[config.mk]
export PLATFORM = sky130hd
export DESIGN_NAME = noc_axi_lite_slave_adapter
export DESIGN_NICKNAME = d
export VERILOG_FILES = /design/src/rtl/noc_axi_lite_slave_adapter.sv
export SDC_FILE = /design/constraint.sdc
export NUM_CORES = 1
export LEC_CHECK = 0
export BUFFER_PORTS_ARGS = -buffer_cell sky130_fd_sc_hd__buf_2
export CORE_ASPECT_RATIO = 1.1
export CORE_UTILIZATION = 47
export DETAILED_ROUTE_END_ITERATION = 8
export PLACE_DENSITY = 0.85
export RECOVER_POWER = 100
export SYNTH_ARGS = -nofsm -noshare
export SYNTH_HDL_FRONTEND = slang
export SYNTH_SLANG_ARGS = --single-unit
[constraint.sdc]
create_clock -name clk -period 2.9 [get_ports clk]
set_input_delay 0 -clock clk [delete_from_list [all_inputs] [get_ports clk]]
set_output_delay 0 -clock clk [all_outputs]
set_load 0.02 [all_outputs]
[src/rtl/noc_axi_lite_slave_adapter.sv]
// noc_axi_lite_slave_adapter
// Slave-side network adapter. It takes request flits from a router local port,
// replays each request as one AXI4-Lite transaction on a local slave, and sends
// a single HEAD_TAIL response flit back to the requesting node. Only one
// transaction is in flight at a time, and requests are served in arrival order.
//
// Ports:
//   clk, rst           clock, asynchronous active-low reset
//   flit_in_*          request flits from the router (valid/ready)
//   flit_out_*         response flits to the router (valid/ready)
//   m_axi_aw*/w*/b*    AXI4-Lite write address / data / response channels
//   m_axi_ar*/r*       AXI4-Lite read address / data channels
module noc_axi_lite_slave_adapter #(
  parameter int                  ID_WIDTH   = 8,
  parameter int                  ADDR_WIDTH = 32,
  parameter int                  DATA_WIDTH = 32,
  parameter logic [ID_WIDTH-1:0] LOCAL_ID   = 8'h00,
  localparam int                 FLIT_WIDTH = 4 + 2*ID_WIDTH + DATA_WIDTH
) (
  input  logic                    clk,
  input  logic                    rst,
  input  logic [FLIT_WIDTH-1:0]   flit_in_data,
  input  logic                    flit_in_valid,
  output logic                    flit_in_ready,
  output logic [FLIT_WIDTH-1:0]   flit_out_data,
  output logic                    flit_out_valid,
  input  logic                    flit_out_ready,
  output logic [ADDR_WIDTH-1:0]   m_axi_awaddr,
  output logic [2:0]              m_axi_awprot,
  output logic                    m_axi_awvalid,
  input  logic                    m_axi_awready,
  output logic [DATA_WIDTH-1:0]   m_axi_wdata,
  output logic [DATA_WIDTH/8-1:0] m_axi_wstrb,
  output logic                    m_axi_wvalid,
  input  logic                    m_axi_wready,
  input  logic [1:0]              m_axi_bresp,
  input  logic                    m_axi_bvalid,
  output logic                    m_axi_bready,
  output logic [ADDR_WIDTH-1:0]   m_axi_araddr,
  output logic [2:0]              m_axi_arprot,
  output logic                    m_axi_arvalid,
  input  logic                    m_axi_arready,
  input  logic [DATA_WIDTH-1:0]   m_axi_rdata,
  input  logic [1:0]              m_axi_rresp,
  input  logic                    m_axi_rvalid,
  output logic                    m_axi_rready
);

  localparam logic [1:0] TYPE_HEAD      = 2'b00;
  localparam logic [1:0] TYPE_BODY      = 2'b01;
  localparam logic [1:0] TYPE_TAIL      = 2'b10;
  localparam logic [1:0] TYPE_HEAD_TAIL = 2'b11;
  localparam logic [1:0] CMD_WR         = 2'b00;
  localparam logic [1:0] CMD_RD         = 2'b01;
  localparam logic [1:0] CMD_WRESP      = 2'b10;
  localparam logic [1:0] CMD_RRESP      = 2'b11;

  typedef enum logic [2:0] {
    IDLE         = 3'd0,
    WAIT_TAIL    = 3'd1,
    WR_ADDR_DATA = 3'd2,
    WR_RESP      = 3'd3,
    RD_ADDR      = 3'd4,
    RD_DATA      = 3'd5,
    SEND_RESP    = 3'd6
  } state_t;

  state_t                  state_r;
  logic                    in_ready_r;
  logic                    out_valid_r;
  logic [FLIT_WIDTH-1:0]   out_data_r;
  logic [ID_WIDTH-1:0]     src_r;
  logic [ADDR_WIDTH-1:0]   addr_r;
  logic [DATA_WIDTH-1:0]   wdata_r;
  logic                    awvalid_r;
  logic                    wvalid_r;
  logic                    bready_r;
  logic                    arvalid_r;
  logic                    rready_r;

  logic [1:0]              in_type_s;
  logic [1:0]              in_cmd_s;
  logic [ID_WIDTH-1:0]     in_dest_s;
  logic [ID_WIDTH-1:0]     in_src_s;
  logic [DATA_WIDTH-1:0]   in_payload_s;
  logic                    in_fire_s;
  logic                    wr_head_s;
  logic                    rd_head_s;
  logic                    aw_done_s;
  logic                    w_done_s;
  logic                    unused_ok_s;

  assign in_type_s    = flit_in_data[FLIT_WIDTH-1 -: 2];
  assign in_cmd_s     = flit_in_data[FLIT_WIDTH-3 -: 2];
  assign in_dest_s    = flit_in_data[FLIT_WIDTH-5 -: ID_WIDTH];
  assign in_src_s     = flit_in_data[DATA_WIDTH+ID_WIDTH-1 -: ID_WIDTH];
  assign in_payload_s = flit_in_data[DATA_WIDTH-1:0];
  assign in_fire_s    = flit_in_valid & in_ready_r;

  // Only these two request shapes start a transaction; all else is dropped.
  assign wr_head_s = (in_type_s == TYPE_HEAD) && (in_cmd_s == CMD_WR) && (in_dest_s == LOCAL_ID);
  assign rd_head_s = (in_type_s == TYPE_HEAD_TAIL) && (in_cmd_s == CMD_RD) && (in_dest_s == LOCAL_ID);

  // A write channel is done once its valid has dropped or it handshakes now.
  assign aw_done_s = ~awvalid_r | m_axi_awready;
  assign w_done_s  = ~wvalid_r | m_axi_wready;

  // rresp is deliberately not carried in the response flit.
  assign unused_ok_s = ^m_axi_rresp;

  assign flit_in_ready  = in_ready_r;
  assign flit_out_valid = out_valid_r;
  assign flit_out_data  = out_data_r;
  assign m_axi_awaddr   = addr_r;
  assign m_axi_araddr   = addr_r;
  assign m_axi_awprot   = 3'b000;
  assign m_axi_arprot   = 3'b000;
  assign m_axi_awvalid  = awvalid_r;
  assign m_axi_wvalid   = wvalid_r;
  assign m_axi_wdata    = wdata_r;
  assign m_axi_wstrb    = {(DATA_WIDTH/8){wvalid_r}};
  assign m_axi_bready   = bready_r;
  assign m_axi_arvalid  = arvalid_r;
  assign m_axi_rready   = rready_r;

  // Request/response sequencer with all handshake outputs registered.
  always_ff @(posedge clk or negedge rst) begin
    if (!rst) begin
      state_r     <= IDLE;
      in_ready_r  <= 1'b0;
      out_valid_r <= 1'b0;
      out_data_r  <= '0;
      src_r       <= '0;
      addr_r      <= '0;
      wdata_r     <= '0;
      awvalid_r   <= 1'b0;
      wvalid_r    <= 1'b0;
      bready_r    <= 1'b0;
      arvalid_r   <= 1'b0;
      rready_r    <= 1'b0;
    end else begin
      case (state_r)
        IDLE, WAIT_TAIL: begin
          if (in_fire_s) begin
            if ((state_r == WAIT_TAIL) && (in_type_s == TYPE_TAIL)) begin
              wdata_r    <= in_payload_s;
              awvalid_r  <= 1'b1;
              wvalid_r   <= 1'b1;
              in_ready_r <= 1'b0;
              state_r    <= WR_ADDR_DATA;
            end else if ((state_r == WAIT_TAIL) && (in_type_s == TYPE_BODY)) begin
              in_ready_r <= 1'b1;
              state_r    <= WAIT_TAIL;
            end else if (wr_head_s) begin
              // A new head while waiting for a tail abandons the old write.
              src_r      <= in_src_s;
              addr_r     <= in_payload_s[ADDR_WIDTH-1:0];
              in_ready_r <= 1'b1;
              state_r    <= WAIT_TAIL;
            end else if (rd_head_s) begin
              src_r      <= in_src_s;
              addr_r     <= in_payload_s[ADDR_WIDTH-1:0];
              arvalid_r  <= 1'b1;
              in_ready_r <= 1'b0;
              state_r    <= RD_ADDR;
            end else begin
              in_ready_r <= 1'b1;
              state_r    <= IDLE;
            end
          end else begin
            in_ready_r <= 1'b1;
          end
        end
        WR_ADDR_DATA: begin
          if (awvalid_r && m_axi_awready) awvalid_r <= 1'b0;
          if (wvalid_r && m_axi_wready) wvalid_r <= 1'b0;
          if (aw_done_s && w_done_s) begin
            bready_r <= 1'b1;
            state_r  <= WR_RESP;
          end
        end
        WR_RESP: begin
          if (m_axi_bvalid) begin
            bready_r    <= 1'b0;
            out_valid_r <= 1'b1;
            out_data_r  <= {TYPE_HEAD_TAIL, CMD_WRESP, src_r, LOCAL_ID,
                            {(DATA_WIDTH-2){1'b0}}, m_axi_bresp};
            state_r     <= SEND_RESP;
          end
        end
        RD_ADDR: begin
          if (m_axi_arready) begin
            arvalid_r <= 1'b0;
            rready_r  <= 1'b1;
            state_r   <= RD_DATA;
          end
        end
        RD_DATA: begin
          if (m_axi_rvalid) begin
            rready_r    <= 1'b0;
            out_valid_r <= 1'b1;
            out_data_r  <= {TYPE_HEAD_TAIL, CMD_RRESP, src_r, LOCAL_ID, m_axi_rdata};
            state_r     <= SEND_RESP;
          end
        end
        SEND_RESP: begin
          if (flit_out_ready) begin
            out_valid_r <= 1'b0;
            in_ready_r  <= 1'b1;
            state_r     <= IDLE;
          end
        end
        default: begin
          state_r     <= IDLE;
          in_ready_r  <= 1'b0;
          out_valid_r <= 1'b0;
          awvalid_r   <= 1'b0;
          wvalid_r    <= 1'b0;
          bready_r    <= 1'b0;
          arvalid_r   <= 1'b0;
          rready_r    <= 1'b0;
        end
      endcase
    end
  end

endmodule
==> impl_metrics.yaml <==
worst_setup_path:
  cp-end-kind: "flip-flop"
  path_max_fanout: 32
  slowest_stage: "clkbuf_2"
  arrival_ns: 2.82
  max_stage_delay_ns: 0.69
  crit_type: "reg -> reg"
  crit_path_start_kind: "flip-flop"
  worstPathRequired_ns: 3.18
  crit_family: "buffers and inverters"
  cp_num_buf_inv: 2
  cp_cell_sequence: "inv_1, ha_1, and3_1, nor3b_2, clkbuf_2, mux2_1"
clock_network:
  insertion_delay_ns: 0.40
  numCtsBuffers: 17
  clk_pin_slew_worst_paths_ns: 0.06
  clock-sinks: 124
  cts_root_buf: "clkbuf_16"
  cts_max_path_buffers: 2
  post_cts_buffers: 0
  h-tree-depth: 4
  tritoncts: "yes"
place:
  post-place-ws_ns: 0.764
  place_congestion: 0.850
  port_buffers: 245
  dp_hpwl_microns: 9170
logic_synthesis:
  avgSynthCellArea_sq_um: 12.0
  netlist_area_sq_um: 5540
  ys_ff_latch: 124
  synth_edf_count: 0
  synth.distinct_cells: 52
  ys.flop_type: "dfrtp_1"
  yosysWarningCount: 0
  synth-async-reset-ratio_pct: 100
  synth-seq-area-share_pct: 56.0
  synth_cells: 463
global_routing:
  antenna_found_initial: 0
  grtUsageTotal_pct: 25.0
  grt_max_degree: 75
  first_global_vias: 4723
  grt-ovfl-total: 0
  grt_pass1_wl_microns: 23400
timing:
  clock.fmax_mhz: 393
  layout_min_cycle_time_ns: 2.55
  fin_skew_ns: 0.00871
  max_slew.worst_pin.slew_ns: 1.54
  hold_viol: 0
  max_slew_margin_pct: -2.55
  rsz0062_at_grt: "false"
  final.setup.tns_ns: 0
  setup_viol_count_final: 0
  fin_ws_ns: 0.353
  fin_crit_sh_pct: 87.8
  drv_slew: 64
routing:
  met1_length_microns: 5620
  maxUsedRoutingLayer: "met4"
  finalWirelength_microns: 15000
  wl_met2_microns: 8070
  drt_iter0_drc: 221
  ant_nets: 0
  wl_per_cell_microns: 16.4
  drt_first_pass_iters: 4
  vias_per_cell: 5.06
  wl_met3_microns: 831
  drc: 0
  num_vias: 4616
finish:
  synthToLayoutAreaGrowth_pct: 39.8
  final_cell_mix: "153 x clkbuf_1, 124 x dfrtp_1, 93 x buf_2"
  drive_above_1_share_pct: 17.8
  final_common_cell: "clkbuf_1"
  fin_util_pct: 67.4
  diodes: 0
  nNetsFinal: 849
power_and_ir_drop:
  p_comb_share_pct: 26.8
  leakage_uw: 0.00376
  p_int_uw: 3850
  vdd_drop_max_v: 0.000533
  p_clk_share_pct: 35.7
  switching_share_pct: 33.9
  p_sw_uw: 1970
  power_density_nw_per_um2: 752
  seqPwrFrac_pct: 37.5
job:
  maxCapViolCount: 1
floorplan:
  die_area_sq_um: 12200
  rows: 41
  initial_core_util_pct: 48.2
  core_area_sq_um: 11500
  die_y_microns: 116
  die_w_microns: 105
  io_pins: 262
run_status:
  status: "complete, but fails checks"
  violations: "max-capacitance violations, max-slew violations"
worst_hold_path:
  hold_class: "in -> reg"
## routing by layer
layer | vias up | global-route usage [%]
met5 | - | 0
met4 | 0 | 12.2
met3 | 41 | 6.30
met2 | 207 | 46.0
met1 | 2257 | 27.0
li1 | 2111 | -
## cell type report
class	count	area [sq um]
clock buffers	18	439
clock inverters	13	145
fillers	892	3750
inverters	5	18.8
multi-input cells	270	1950
flip-flops and latches	124	3100
well taps	150	188
repair buffers	332	1900
## kinds of logic (layout without fill, tap and decap cells)
group	count (synthesis)	count (layout)	share of synthesized area, %
flops	124	124	56.0
compound gates	72	72	8.29
mux	84	84	17.0
other cells	1	14	0.0677
xor+xnor	2	2	0.316
simple gates	96	96	8.34
buf+inv	82	368	9.47
fa+ha+maj	2	2	0.452
## what timing repair did
action,4_1_cts,5_1_grt
endpoints found under the hold margin,167,0
gates resized for setup,0,0
hold buffers,78,0
## flip-flops by register name (all words and copies together) (netlist names)
signal / flops
flit_in_ready: 1
flit_out_data: 42
flit_out_valid: 1
m_axi_araddr: 32
m_axi_arvalid: 1
m_axi_awvalid: 1
m_axi_bready: 1
m_axi_rready: 1
m_axi_wdata: 32
m_axi_wvalid: 1
src_r: 8
state_r: 3
## stage by stage
step / cell area (sq um) / instances / total power, uW / hold WS (ns)
2_1_floorplan: 5590 / 476 / 3240 / -0.296
3_3_place_gp: 6620 / 803 / 3690 / 0.105
3_5_place_dp: 6620 / 803 / 3760 / 0.128
4_1_cts: 7980 / 912 / 5940 / 0.0168
5_1_grt: 7740 / 912 / 6090 / 0.0509
6_report: 7740 / 912 / 5820 / 0.0235
## synthesized netlist by cell type (2+ instances only)
| cell type | n | area [sq um] |
|---|---|---|
| dfrtp_1 | 124 | 3100 |
| mux2_1 | 81 | 912 |
| nand2_1 | 66 | 248 |
| buf_4 | 53 | 398 |
| o21ai_1 | 36 | 180 |
| clkbuf_1 | 11 | 41.3 |
| buf_2 | 8 | 40.0 |
| o21ai_0 | 6 | 30.0 |
| nand2b_1 | 5 | 31.3 |
| a21oi_1 | 4 | 20.0 |
| buf_1 | 4 | 15.0 |
| inv_1 | 4 | 15.0 |
| o31ai_1 | 4 | 30.0 |
| and3b_1 | 3 | 26.3 |
| mux2i_1 | 3 | 30.0 |
| nor2_1 | 3 | 11.3 |
| o22ai_1 | 3 | 18.8 |
| a21o_1 | 2 | 15.0 |
| a22o_1 | 2 | 17.5 |
| and3_1 | 2 | 12.5 |
| ha_1 | 2 | 25.0 |
| nor2b_1 | 2 | 12.5 |
| nor3_1 | 2 | 10.0 |
| nor4bb_1 | 2 | 20.0 |
| o32a_1 | 2 | 20.0 |
| or4_1 | 2 | 15.0 |
| xor2_1 | 2 | 17.5 |
## final timing paths
path	start	endpoint	slack, ns	cells after the start
worst min-delay path	m_axi_wready	m_axi_wvalid$_DFFE_PN0P_	0.02	3
max in group asynchronous	rst	flit_out_data[47]$_DFFE_PN0P_	0.69	3
worst max-delay path	state_r[1]$_DFFE_PN0P_	m_axi_wdata[21]$_DFFE_PN0P_	0.35	6
worst min register to register	flit_out_data[21]$_DFFE_PN0P_	flit_out_data[21]$_DFFE_PN0P_	0.49	2
min in group asynchronous	rst	m_axi_wdata[8]$_DFFE_PN0P_	0.58	2
worst max register to register	state_r[1]$_DFFE_PN0P_	m_axi_wdata[21]$_DFFE_PN0P_	0.35	6
## power by group through the flow
stage	clock [uW]	sequential (uW)	combinational, uW
detailed placement	0	2190	1570
floorplan	0	2460	773
finish	2080	2180	1560
global route	2190	2210	1690
global placement	0	2170	1520
CTS	2110	2170	1660
## tightest hold or removal path, stage by stage
cell	delay, ns
buf_2	0.08
o21ai_0	0.08
a22o_1	0.22
Power figures use the tool's default switching activity.
